`src/rtl/csr_trap_ctrl.sv`:
```
// csr_trap_ctrl: machine-mode trap entry / MRET sequencer in front of a CSR file.
// In IDLE the pipeline's CSR accesses pass straight through to the CSR file.
// When a trap is accepted, the pipeline is stalled while mepc, mcause, mtval
// and mstatus are written one per cycle, and then fetch is redirected to mtvec.
// MRET updates mstatus and then redirects to the latched mepc.
// Optional feature: define CSR_TRAP_VECTORED_EN to enable vectored trap targets.
// The default build (macro undefined) always redirects to mtvec & ~3.
//
// Handshake: exc_req / mret_req are level requests held by the requester until
// the matching one-cycle ack. An ack can only fire in IDLE. Requests that arrive
// outside IDLE are ignored and are accepted once the FSM is back in IDLE.
// Exceptions win over MRET, and MRET wins over a pipeline CSR write.
module csr_trap_ctrl (
    input  logic        clk,
    input  logic        rst,
    input  logic        exc_req,
    input  logic [31:0] exc_cause,
    input  logic [31:0] exc_pc,
    input  logic [31:0] exc_tval,
    input  logic        mret_req,
    input  logic        pl_csr_w,
    input  logic [11:0] pl_waddr,
    input  logic [31:0] pl_wdata,
    input  logic [1:0]  pl_mode,
    input  logic [11:0] pl_raddr,
    input  logic [31:0] mstatus,
    input  logic [31:0] mepc,
    input  logic [31:0] csr_rdata,
    output logic        exc_ack,
    output logic        mret_ack,
    output logic        csr_w,
    output logic [11:0] csr_waddr,
    output logic [31:0] csr_wdata,
    output logic [1:0]  csr_wsc_mode,
    output logic [11:0] csr_raddr,
    output logic        stall,
    output logic        redirect,
    output logic [31:0] redirect_pc,
    output logic [2:0]  dbg_state
);

    localparam logic [11:0] ADDR_MSTATUS = 12'h300;
    localparam logic [11:0] ADDR_MTVEC   = 12'h305;
    localparam logic [11:0] ADDR_MEPC    = 12'h341;
    localparam logic [11:0] ADDR_MCAUSE  = 12'h342;
    localparam logic [11:0] ADDR_MTVAL   = 12'h343;
    localparam logic [1:0]  MODE_WRITE   = 2'b01;

    typedef enum logic [2:0] {
        ST_IDLE      = 3'd0,
        ST_W_MEPC    = 3'd1,
        ST_W_MCAUSE  = 3'd2,
        ST_W_MTVAL   = 3'd3,
        ST_W_MSTATUS = 3'd4,
        ST_W_MRET    = 3'd5,
        ST_REDIRECT  = 3'd6
    } state_t;

    state_t      r_state;
    state_t      w_next_state;

    logic [31:0] r_cause;
    logic [31:0] r_epc;
    logic [31:0] r_tval;
    logic [31:0] r_mstatus;
    logic [31:0] r_target;

    logic [31:0] w_trap_mstatus;
    logic [31:0] w_mret_mstatus;
    logic [31:0] w_trap_target;

    assign dbg_state = r_state;

    // mstatus images for trap entry (MPIE<=MIE, MIE<=0, MPP<=M) and MRET (MIE<=MPIE, MPIE<=1, MPP<=M)
    always_comb begin
        w_trap_mstatus        = r_mstatus;
        w_trap_mstatus[7]     = r_mstatus[3];
        w_trap_mstatus[3]     = 1'b0;
        w_trap_mstatus[12:11] = 2'b11;
        w_mret_mstatus        = r_mstatus;
        w_mret_mstatus[3]     = r_mstatus[7];
        w_mret_mstatus[7]     = 1'b1;
        w_mret_mstatus[12:11] = 2'b11;
    end

    // Trap target from the mtvec value read back during W_MSTATUS
    always_comb begin
        w_trap_target = csr_rdata & 32'hFFFF_FFFC;
`ifdef CSR_TRAP_VECTORED_EN
        // Vectored mode only applies to interrupts (cause MSB set); offset wraps at 32 bits
        if ((csr_rdata[1:0] == 2'b01) && r_cause[31]) begin
            w_trap_target = (csr_rdata & 32'hFFFF_FFFC) + {r_cause[29:0], 2'b00};
        end
`endif
    end

    // State register; reset aborts any sequence in flight
    always_ff @(posedge clk or posedge rst) begin
        if (rst) begin
            r_state <= ST_IDLE;
        end else begin
            r_state <= w_next_state;
        end
    end

    // Next-state: fixed write sequence after an accept, always ending in one REDIRECT cycle
    always_comb begin
        w_next_state = r_state;
        case (r_state)
            ST_IDLE: begin
                if (exc_req) begin
                    w_next_state = ST_W_MEPC;
                end else if (mret_req) begin
                    w_next_state = ST_W_MRET;
                end
            end
            ST_W_MEPC:    w_next_state = ST_W_MCAUSE;
            ST_W_MCAUSE:  w_next_state = ST_W_MTVAL;
            ST_W_MTVAL:   w_next_state = ST_W_MSTATUS;
            ST_W_MSTATUS: w_next_state = ST_REDIRECT;
            ST_W_MRET:    w_next_state = ST_REDIRECT;
            ST_REDIRECT:  w_next_state = ST_IDLE;
            default:      w_next_state = ST_IDLE;
        endcase
    end

    // Latch trap/MRET context on accept and the final redirect target
    always_ff @(posedge clk or posedge rst) begin
        if (rst) begin
            r_cause   <= 32'h0;
            r_epc     <= 32'h0;
            r_tval    <= 32'h0;
            r_mstatus <= 32'h0;
            r_target  <= 32'h0;
        end else begin
            if (r_state == ST_IDLE) begin
                if (exc_req) begin
                    r_cause   <= exc_cause;
                    r_epc     <= exc_pc;
                    r_tval    <= exc_tval;
                    r_mstatus <= mstatus;
                end else if (mret_req) begin
                    r_mstatus <= mstatus;
                    r_target  <= mepc;
                end
            end else if (r_state == ST_W_MSTATUS) begin
                r_target <= w_trap_target;
            end
        end
    end

    // Outputs: IDLE pass-through or accept, one sequenced write per W_* state, all zero in reset
    always_comb begin
        exc_ack      = 1'b0;
        mret_ack     = 1'b0;
        csr_w        = 1'b0;
        csr_waddr    = 12'h0;
        csr_wdata    = 32'h0;
        csr_wsc_mode = 2'b00;
        csr_raddr    = ADDR_MTVEC;
        stall        = 1'b1;
        redirect     = 1'b0;
        redirect_pc  = 32'h0;
        case (r_state)
            ST_IDLE: begin
                csr_raddr    = pl_raddr;
                csr_waddr    = pl_waddr;
                csr_wdata    = pl_wdata;
                csr_wsc_mode = pl_mode;
                stall        = 1'b0;
                if (exc_req) begin
                    exc_ack = 1'b1;
                    stall   = 1'b1;
                end else if (mret_req) begin
                    mret_ack = 1'b1;
                    stall    = 1'b1;
                end else begin
                    csr_w = pl_csr_w;
                end
            end
            ST_W_MEPC: begin
                csr_w        = 1'b1;
                csr_waddr    = ADDR_MEPC;
                csr_wdata    = r_epc & 32'hFFFF_FFFC;
                csr_wsc_mode = MODE_WRITE;
            end
            ST_W_MCAUSE: begin
                csr_w        = 1'b1;
                csr_waddr    = ADDR_MCAUSE;
                csr_wdata    = r_cause;
                csr_wsc_mode = MODE_WRITE;
            end
            ST_W_MTVAL: begin
                csr_w        = 1'b1;
                csr_waddr    = ADDR_MTVAL;
                csr_wdata    = r_tval;
                csr_wsc_mode = MODE_WRITE;
            end
            ST_W_MSTATUS: begin
                csr_w        = 1'b1;
                csr_waddr    = ADDR_MSTATUS;
                csr_wdata    = w_trap_mstatus;
                csr_wsc_mode = MODE_WRITE;
            end
            ST_W_MRET: begin
                csr_w        = 1'b1;
                csr_waddr    = ADDR_MSTATUS;
                csr_wdata    = w_mret_mstatus;
                csr_wsc_mode = MODE_WRITE;
            end
            ST_REDIRECT: begin
                redirect    = 1'b1;
                redirect_pc = r_target;
            end
            default: begin
                stall = 1'b1;
            end
        endcase
        if (rst) begin
            exc_ack      = 1'b0;
            mret_ack     = 1'b0;
            csr_w        = 1'b0;
            csr_waddr    = 12'h0;
            csr_wdata    = 32'h0;
            csr_wsc_mode = 2'b00;
            csr_raddr    = 12'h0;
            stall        = 1'b0;
            redirect     = 1'b0;
            redirect_pc  = 32'h0;
        end
    end

endmodule

```
`config.mk`:
```
export PLATFORM = sky130hd
export DESIGN_NAME = csr_trap_ctrl
export DESIGN_NICKNAME = d
export VERILOG_FILES = /design/src/rtl/csr_trap_ctrl.sv
export SDC_FILE = /design/constraint.sdc
export NUM_CORES = 1
export LEC_CHECK = 0
export BUFFER_PORTS_ARGS = -buffer_cell sky130_fd_sc_hd__buf_2
export CAP_MARGIN = 20
export CELL_PAD_IN_SITES_DETAIL_PLACEMENT = 1
export CELL_PAD_IN_SITES_GLOBAL_PLACEMENT = 1
export CORE_MARGIN = 2
export CORE_UTILIZATION = 36
export CTS_CLUSTER_DIAMETER = 200
export DETAILED_ROUTE_END_ITERATION = 10
export GPL_TIMING_DRIVEN = 1
export MAX_ROUTING_LAYER = met4
export PLACE_DENSITY_LB_ADDON = 0.2
export SYNTH_ARGS = -nofsm -noshare
export SYNTH_HDL_FRONTEND = slang
export SYNTH_SLANG_ARGS = --single-unit
```
`constraint.sdc`:
```
create_clock -name clk -period 6.74 [get_ports clk]
set_clock_uncertainty 0.15 [all_clocks]
set_input_delay 0.337 -clock clk [delete_from_list [all_inputs] [get_ports clk]]
set_output_delay 0.337 -clock clk [all_outputs]
set_load 0.02 [all_outputs]
```
==> out/qor.log, run 1 <==
INFO  critical_path  critPathMaxFanout=20
INFO  power          clock_power_share=20.4%
INFO  sta            timing.setup.tns=0ps
INFO  synthesis      yosys_warnings=0
INFO  synthesis      yosys.area_share.simple=9.78%
INFO  sta            timing_max_transition_violations_final=0
INFO  power          post-layout-total-power=4.89mW
INFO  die            overall_die_area=0.0231mm²
INFO  cts            cts.sinks=159
INFO  sta            hold_violations=0
INFO  synthesis      ys_seq_area_share=50.5%
INFO  cts            cts-root-to-sink-buffers=2
INFO  sta            finalCritPeriodShare=60.4%
INFO  power          power.switching_fraction=39.1%
INFO  synthesis      combinational_family_with_the_most_area_after_synthesis=multiplexers
INFO  routing        drt_wl_total=27800µm
INFO  synthesis      postSynthNetCount=939
INFO  synthesis      synth.top_cell.area_share=50.5%
INFO  critical_path  timing_worst_setup_path_type=reg -> out
INFO  global_routing grt_max_degree=95
INFO  synthesis      synthCells=684
INFO  routing        drt-vias-per-instance=4.99
INFO  synthesis      synth.ff_latch_count=159
INFO  die            floorplan.initialDensity=36.4%
INFO  cts            clk_transition_reported_paths=60ps
INFO  synthesis      yosysTopAreaCell=dfrtp_1
INFO  routing        wire_per_inst=19.4µm
INFO  job            cap_viol_max_count=0
INFO  layout         design.final.nets=1384
INFO  cts            root_buffer=clkbuf_16
INFO  global_routing antenna_found_initial=7
INFO  placed_design  port_bufs=346
INFO  placed_design  gp_routability_congestion=0.776
INFO  sta            fmax=245MHz
INFO  critical_path  cp_capture_type=primary output
INFO  routing        postRouteAntennaNets=0
INFO  critical_path  required=6250ps
INFO  layout         postLayoutCoreUtil=53.9%
INFO  cts            clock_buffers_created_by_tritoncts=17
INFO  synthesis      yosys.area_share.xor_xnor=0.111%
INFO  sta            finalSetupViolations=0
INFO  synthesis      async_flop_share=100%
INFO  global_routing grt.overflow.total=0
INFO  sta            period_needed=4070ps
INFO  layout         drive_above_1_share=43.1%
INFO  synthesis      synth.top_cells.by_area=dfrtp_1, mux2_2, mux2i_1
INFO  critical_path  worst_setup_path_start_kind=flip-flop
INFO  synthesis      cell_with_the_most_instances_after_synthesis=dfrtp_1
INFO  die            pin_count=353
INFO  sta            tightestPinTransition=986ps
INFO  critical_path  worst_ep_arrival_time=3590ps
INFO  routing        drc_errors=0
INFO  sta            fin_hold_ws=16.1ps
INFO  cts            cts_repair_resize_count=0
INFO  die            core_region_area=0.0216mm²
INFO  synthesis      synth.cell_area=0.00788mm²
INFO  cts            clk-insertion-delay-late=420ps
INFO  sta            grt_setup_unrepaired=no
INFO  synthesis      netlist-cell-type-count=35
INFO  routing        number_of_drc_markers_in_iteration_0=244
INFO  die            die_y_extent=152µm
INFO  power          static-leakage-power=5.63nW
INFO  worst_hold_path hp-class=in -> reg
INFO  die            die_x_extent=152µm
INFO  power          power.combinational.fraction=44.2%
INFO  routing        drt_pass1_iterations=4
INFO  cts            tritoncts=built
INFO  power          cellPowerDensity=420mW/mm²
INFO  layout         synthToLayoutAreaGrowth=48.0%
INFO  status         outcome=complete, no violations
INFO  synthesis      postSynth.topFlopCell=dfrtp_1
INFO  die            core.rowCount=54
INFO  synthesis      synthesis.area_per_instance=11.5µm²
INFO  power          cell_internal_pwr=2.98mW
INFO  synthesis      number_of_enable_type_register_cells_in_the_synthesized_netlist=0
INFO  synthesis      synth-adder-area-share=0%
INFO  synthesis      compound_gate_fraction_of_synth_area=7.62%
INFO  placed_design  post-dp-hpwl=18200µm
INFO  power          power.net_switching=1.91mW
INFO  routing        via_count=7134
INFO  sta            max_slew_margin=34.1%
INFO  power          worst_ir_drop_vdd=0.176mV
INFO  global_routing first_pass_grt_wire_length=44000µm
INFO  synthesis      post_synth_mux_area_share=28.6%
INFO  global_routing first_global_vias=7935
INFO  synthesis      ys_top_cells_by_count=dfrtp_1, mux2_2, mux2i_1, nand2_1, and2_1
INFO  cts            cts-htree-levels=4
INFO  global_routing gr-usage-all-layers=24.9%
INFO  power          pwr-share-seq=35.5%
[kinds of logic (layout without fill, tap and decap cells)]
logic type | count (synthesis) | after routing
AOI/OAI and AO/OA | 105 | 105
xor gates and xnor gates | 1 | 1
DFF | 159 | 159
other | 0 | 7
and+or+nand+nor | 163 | 163
muxes | 202 | 202
buffers and inverters | 54 | 512
[final cells by class]
| cell class | instances | area, µm² |
|---|---|---|
| fill | 2448 | 9960 |
| sequential | 159 | 3980 |
| multi-input combinational | 471 | 3660 |
| timing repair buffer | 475 | 3020 |
| clock buffer | 18 | 439 |
| tap | 280 | 350 |
| clock inverter | 14 | 168 |
| inverter | 5 | 23.8 |
| antenna | 7 | 17.5 |
[worst max-delay path, cell delays in order (launching register included)]
cell	delay (ps)
dfrtp_1	840
buf_4	360
nor2b_1	520
nand2_1	740
o22ai_1	450
buf_2	240
[placed cells by master, fill, tap and decap left out, types with 2 or more instances in the layout]
cell,synthesis,layout
clkinv_4,0,2
nor2b_1,3,3
mux2i_1,72,72
o221ai_1,2,2
inv_6,0,5
mux2_2,88,88
dlygate4sd3_1,0,119
and2_1,50,49
buf_4,12,8
mux4_2,6,6
clkbuf_16,0,17
nor3_1,4,3
diode_2,0,7
dfrtp_1,159,157
o22ai_1,20,20
buf_2,15,347
a221o_1,2,2
inv_1,5,4
a22o_1,3,3
clkinv_8,0,2
nand3_1,2,2
o21ai_0,40,40
a21oi_1,31,31
inv_8,0,4
nand2_1,55,55
a22oi_1,2,2
mux2_1,36,36
nor2_1,43,42
[repair_timing]
item,in CTS,in global routing
hold buffers,116,3
setup endpoints to repair,0,0
hold endpoints to repair,116,3
setup buffers,0,0
[power groups by stage]
stage               clock network, mW  logic (mW)  registers, mW
floorplan                           0        1.57           1.63
global placement                    0        2.03           1.71
detailed placement                  0        2.08           1.74
CTS                              1.02        2.14           1.72
global route                     1.06        2.37           1.80
finish                          0.998        2.16           1.73
[final timing paths]
kind                                           from                  endpoint  slack (ps)  depth (start not counted)
min reg2reg                r_target[19]$_DFFE_PP0P_  r_target[19]$_DFFE_PP0P_         320                          2
min in group asynchronous                       rst  r_mstatus[0]$_DFFE_PP0P_          80                          2
max in group asynchronous                       rst  dbg_state[0]$_DFFE_PP0P_        4840                          3
max                        dbg_state[1]$_DFFE_PP0P_             csr_wdata[25]        2670                          5
max reg2reg                dbg_state[0]$_DFFE_PP0P_     r_epc[29]$_DFFE_PP0N_        3390                          5
min                                      mstatus[8]  r_mstatus[8]$_DFFE_PP0P_          20                          2
[per-stage QoR]
step	setup slack, ps	instances	area, µm²
final	2670	1429	11700
after global placement	3030	1269	9810
after detailed placement	3010	1269	9810
after CTS	2570	1417	11600
after global routing	2330	1429	11700
after floorplan	881	684	7880
[layer usage]
metal	wire length [µm]	GRT usage, %	up-vias
met5	0	-	-
met4	531	6.85	0
met3	1530	6.08	35
met2	14800	44.9	242
met1	11000	27.2	3554
li1	-	-	3303
[flip-flops by register name (all words and copies together), names as in the netlist]
name       flops
dbg_state      3
r_tval        32
r_epc         30
r_mstatus     30
r_target      32
r_cause       32
Note: power is estimated with default switching activity, not from simulation.
==> run 2, diff against run 1 <==
- clock period: 6.74 -> 4.3 ns (I/O delays scaled with it)
==> out/qor.log, run 2 (same netlist as run 1, synthesis figures left out) <==
INFO  critical_path  startpoint=rst
INFO  sta            timing_max_transition_violations_final=0 [unchanged]
INFO  sta            finalCritPeriodShare=74.0%
INFO  critical_path  timing_worst_setup_path_type=in -> out
INFO  critical_path  worst_ep_arrival_time=2820ps [-770 ps]
INFO  global_routing grt_max_degree=74 [-22%]
INFO  critical_path  largest_delay_share_family_worst_path=buffers and inverters
INFO  die            core_region_area=0.0216mm² [unchanged]
INFO  sta            grt_setup_unrepaired=no
INFO  cts            clk_transition_reported_paths=60ps [about the same]
INFO  critical_path  critPathMaxStageDelay=730ps [-110 ps]
INFO  critical_path  cp_capture_type=primary output
INFO  global_routing first_pass_grt_wire_length=48100µm [+9.4%]
INFO  cts            postCtsSetupBuffers=0 [unchanged]
INFO  routing        drc_errors=0 [unchanged]
INFO  routing        drt_wl_total=30600µm [+10%]
INFO  critical_path  worstPathBufferInverterCount=5 [+3]
INFO  sta            hold_violations=0 [unchanged]
INFO  sta            period_needed=3180ps
INFO  layout         design.final.nets=1454 [+5.1%]
INFO  routing        number_of_drc_markers_in_iteration_0=187 [-23%]
INFO  status         outcome=complete, no violations
INFO  cts            clock_buffers_created_by_tritoncts=17 [unchanged]
INFO  job            cap_viol_max_count=0 [unchanged]
INFO  cts            cts.sinks=159 [unchanged]
INFO  routing        drt-vias-per-instance=5.02 [+0.51%]
INFO  global_routing gr-usage-all-layers=27.3% [+2.4 points]
INFO  cts            clk-insertion-delay-late=420ps [about the same]
INFO  cts            tritoncts=built
INFO  placed_design  post-dp-hpwl=18300µm [+0.75%]
INFO  critical_path  critPathMaxFanout=73 [+270%]
INFO  layout         synthToLayoutAreaGrowth=56.6%
INFO  routing        via_count=7527 [+5.5%]
INFO  global_routing antenna_found_initial=9 [+2]
INFO  global_routing grt.overflow.total=0 [unchanged]
INFO  placed_design  preCtsSetupSlack=1430ps [-1580 ps]
INFO  worst_hold_path min_from=mret_req
INFO  die            floorplan.initialDensity=36.4% [unchanged]
INFO  routing        drt_pass1_iterations=4 [unchanged]
INFO  layout         drive_above_1_share=40.7% [-2.4 points]
INFO  sta            max_slew_margin=29.0% [-5.1 points]
INFO  power          static-leakage-power=5.90nW [+4.7%]
INFO  layout         area_of_the_multi_input_gates=0.00366mm² [unchanged]
INFO  sta            finalWorstSetupSlack=1120ps [-1550 ps]
INFO  critical_path  worstReg2RegStart=dbg_state[0]$_DFFE_PP0P_
INFO  sta            finalSetupViolations=0 [unchanged]
INFO  power          worst_ir_drop_vdd=0.303mV [+73%]
INFO  placed_design  placed_area=0.00985mm² [+0.42%]
INFO  cts            cts-htree-levels=4 [unchanged]
INFO  layout         seqCellArea=0.00398mm² [unchanged]
INFO  sta            timing.setup.tns=0ps [unchanged]
INFO  power          post-layout-total-power=7.88mW [+61%]
INFO  critical_path  cp_cell_sequence=dlygate4sd3_1, buf_2, clkinvlp_4, buf_4, nand2_1, o21ai_0, buf_2
INFO  die            core.rowCount=54 [unchanged]
INFO  layout         final_common_cell=buf_2
INFO  layout         layout_top_registers=r_cause: 32 flops, r_target: 32 flops, r_tval: 32 flops
INFO  placed_design  port_bufs=346 [unchanged]
INFO  sta            fmax=314MHz
INFO  worst_hold_path hp-class=in -> reg
INFO  critical_path  cpMaxStageDelayCell=buf_4
INFO  die            overall_die_area=0.0231mm² [unchanged]
INFO  die            pin_count=353 [unchanged]
INFO  routing        postRouteAntennaNets=0 [unchanged]
INFO  critical_path  worst_setup_path_start_kind=input port
INFO  cts            root_buffer=clkbuf_16
INFO  layout         nFillCells=2420 [-1.1%]
INFO  routing        wire_per_inst=20.4µm [+4.9%]
INFO  global_routing first_global_vias=8755 [+10%]
INFO  critical_path  required=3930ps [-2320 ps]
INFO  critical_path  cp_common_cell=buf_2
INFO  layout         final_cell_mix=buf_2, dlygate4sd3_1, dfrtp_1, mux2_2, mux2i_1
INFO  layout         post-route-cell-area=0.0123mm² [+5.8%]
INFO  cts            cts-root-to-sink-buffers=2 [unchanged]
INFO  power          cellPowerDensity=639mW/mm² [+52%]
INFO  placed_design  gp_routability_congestion=0.782 [+0.76%]
INFO  die            die_y_extent=152µm [unchanged]
INFO  die            die_x_extent=152µm [unchanged]
INFO  sta            tightestPinTransition=1060ps [+76.4 ps]
==> run 2: cell types whose count changed in the layout (fill, tap and decap cells not counted), sizes merged <==
cell | before | now
buf | 356 | 358
clkinvlp | 1 | 5
diode | 7 | 9
clkinv | 4 | 2
dlygate4sd3 | 119 | 187
bufinv | 1 | 2
inv | 13 | 9
==> run 2: per-stage QoR <==
| stage | instances | hold WS [ps] | util [%] |
|---|---|---|---|
| 2_1_floorplan | 684 | 182 | - |
| 3_5_place_dp | 1273 | 279 | 45.6 |
| 6_report | 1500 | 70.1 | 57.1 |
| 5_1_grt | 1500 | 106 | 57.1 |
| 4_1_cts | 1491 | 55.5 | 57.0 |
| 3_3_place_gp | 1273 | 271 | 45.6 |
==> run 2: layer usage <==
metal  global-route usage (%)  up-vias  share of wire, %  routed length [µm]
met4                     11.2        0               3.8                1160
met2                     49.5      267                53               16300
met5                        -        -                 0                   0
li1                         -     3437                 -                   -
met1                     29.2     3755                39               11800
met3                     5.13       68               4.5                1370
==> run 2: final cells by class <==
cell class / instances / share of cell area, %
diodes: 9 / 0.183
clock buffers: 18 / 3.56
clock inverters: 13 / 1.25
inverters: 5 / 0.183
multi-input cells: 471 / 29.7
flip-flops and latches: 159 / 32.3
well taps: 280 / 2.84
repair buffers: 545 / 30.0
==> run 2: worst register-to-register path, cell delays in order, from the launching register on <==
cell      delay, ps
dfrtp_4         750
buf_4           660
inv_1           250
o211ai_1        150
buf_4           490
o21ai_0         280
==> run 2: worst paths after layout <==
kind | end | slack, ps | depth (start not counted)
setup / recovery | csr_wdata[4] | 1120 | 7
hold / removal | dbg_state[0]$_DFFE_PP0P_ | 70 | 3
setup reg to reg | r_target[28]$_DFFE_PP0P_ | 1410 | 5
hold reg to reg | r_target[17]$_DFFE_PP0P_ | 320 | 2
max in group asynchronous | r_mstatus[17]$_DFFE_PP0P_ | 2600 | 4
min in group asynchronous | r_tval[6]$_DFFE_PP0N_ | 570 | 4
==> run 2: power breakdown <==
part	switching (mW)	total, mW	internal, mW
Sequential	0.469	2.73	2.27
Clock	0.675	1.56	0.881
Combinational	1.91	3.59	1.68
==> run 2: timing repair <==
item                                   in CTS  in global routing
endpoints found under the hold margin     191                  0
gates resized for setup                     0                  0
setup endpoints to repair                   0                  0
hold buffers                              187                  0
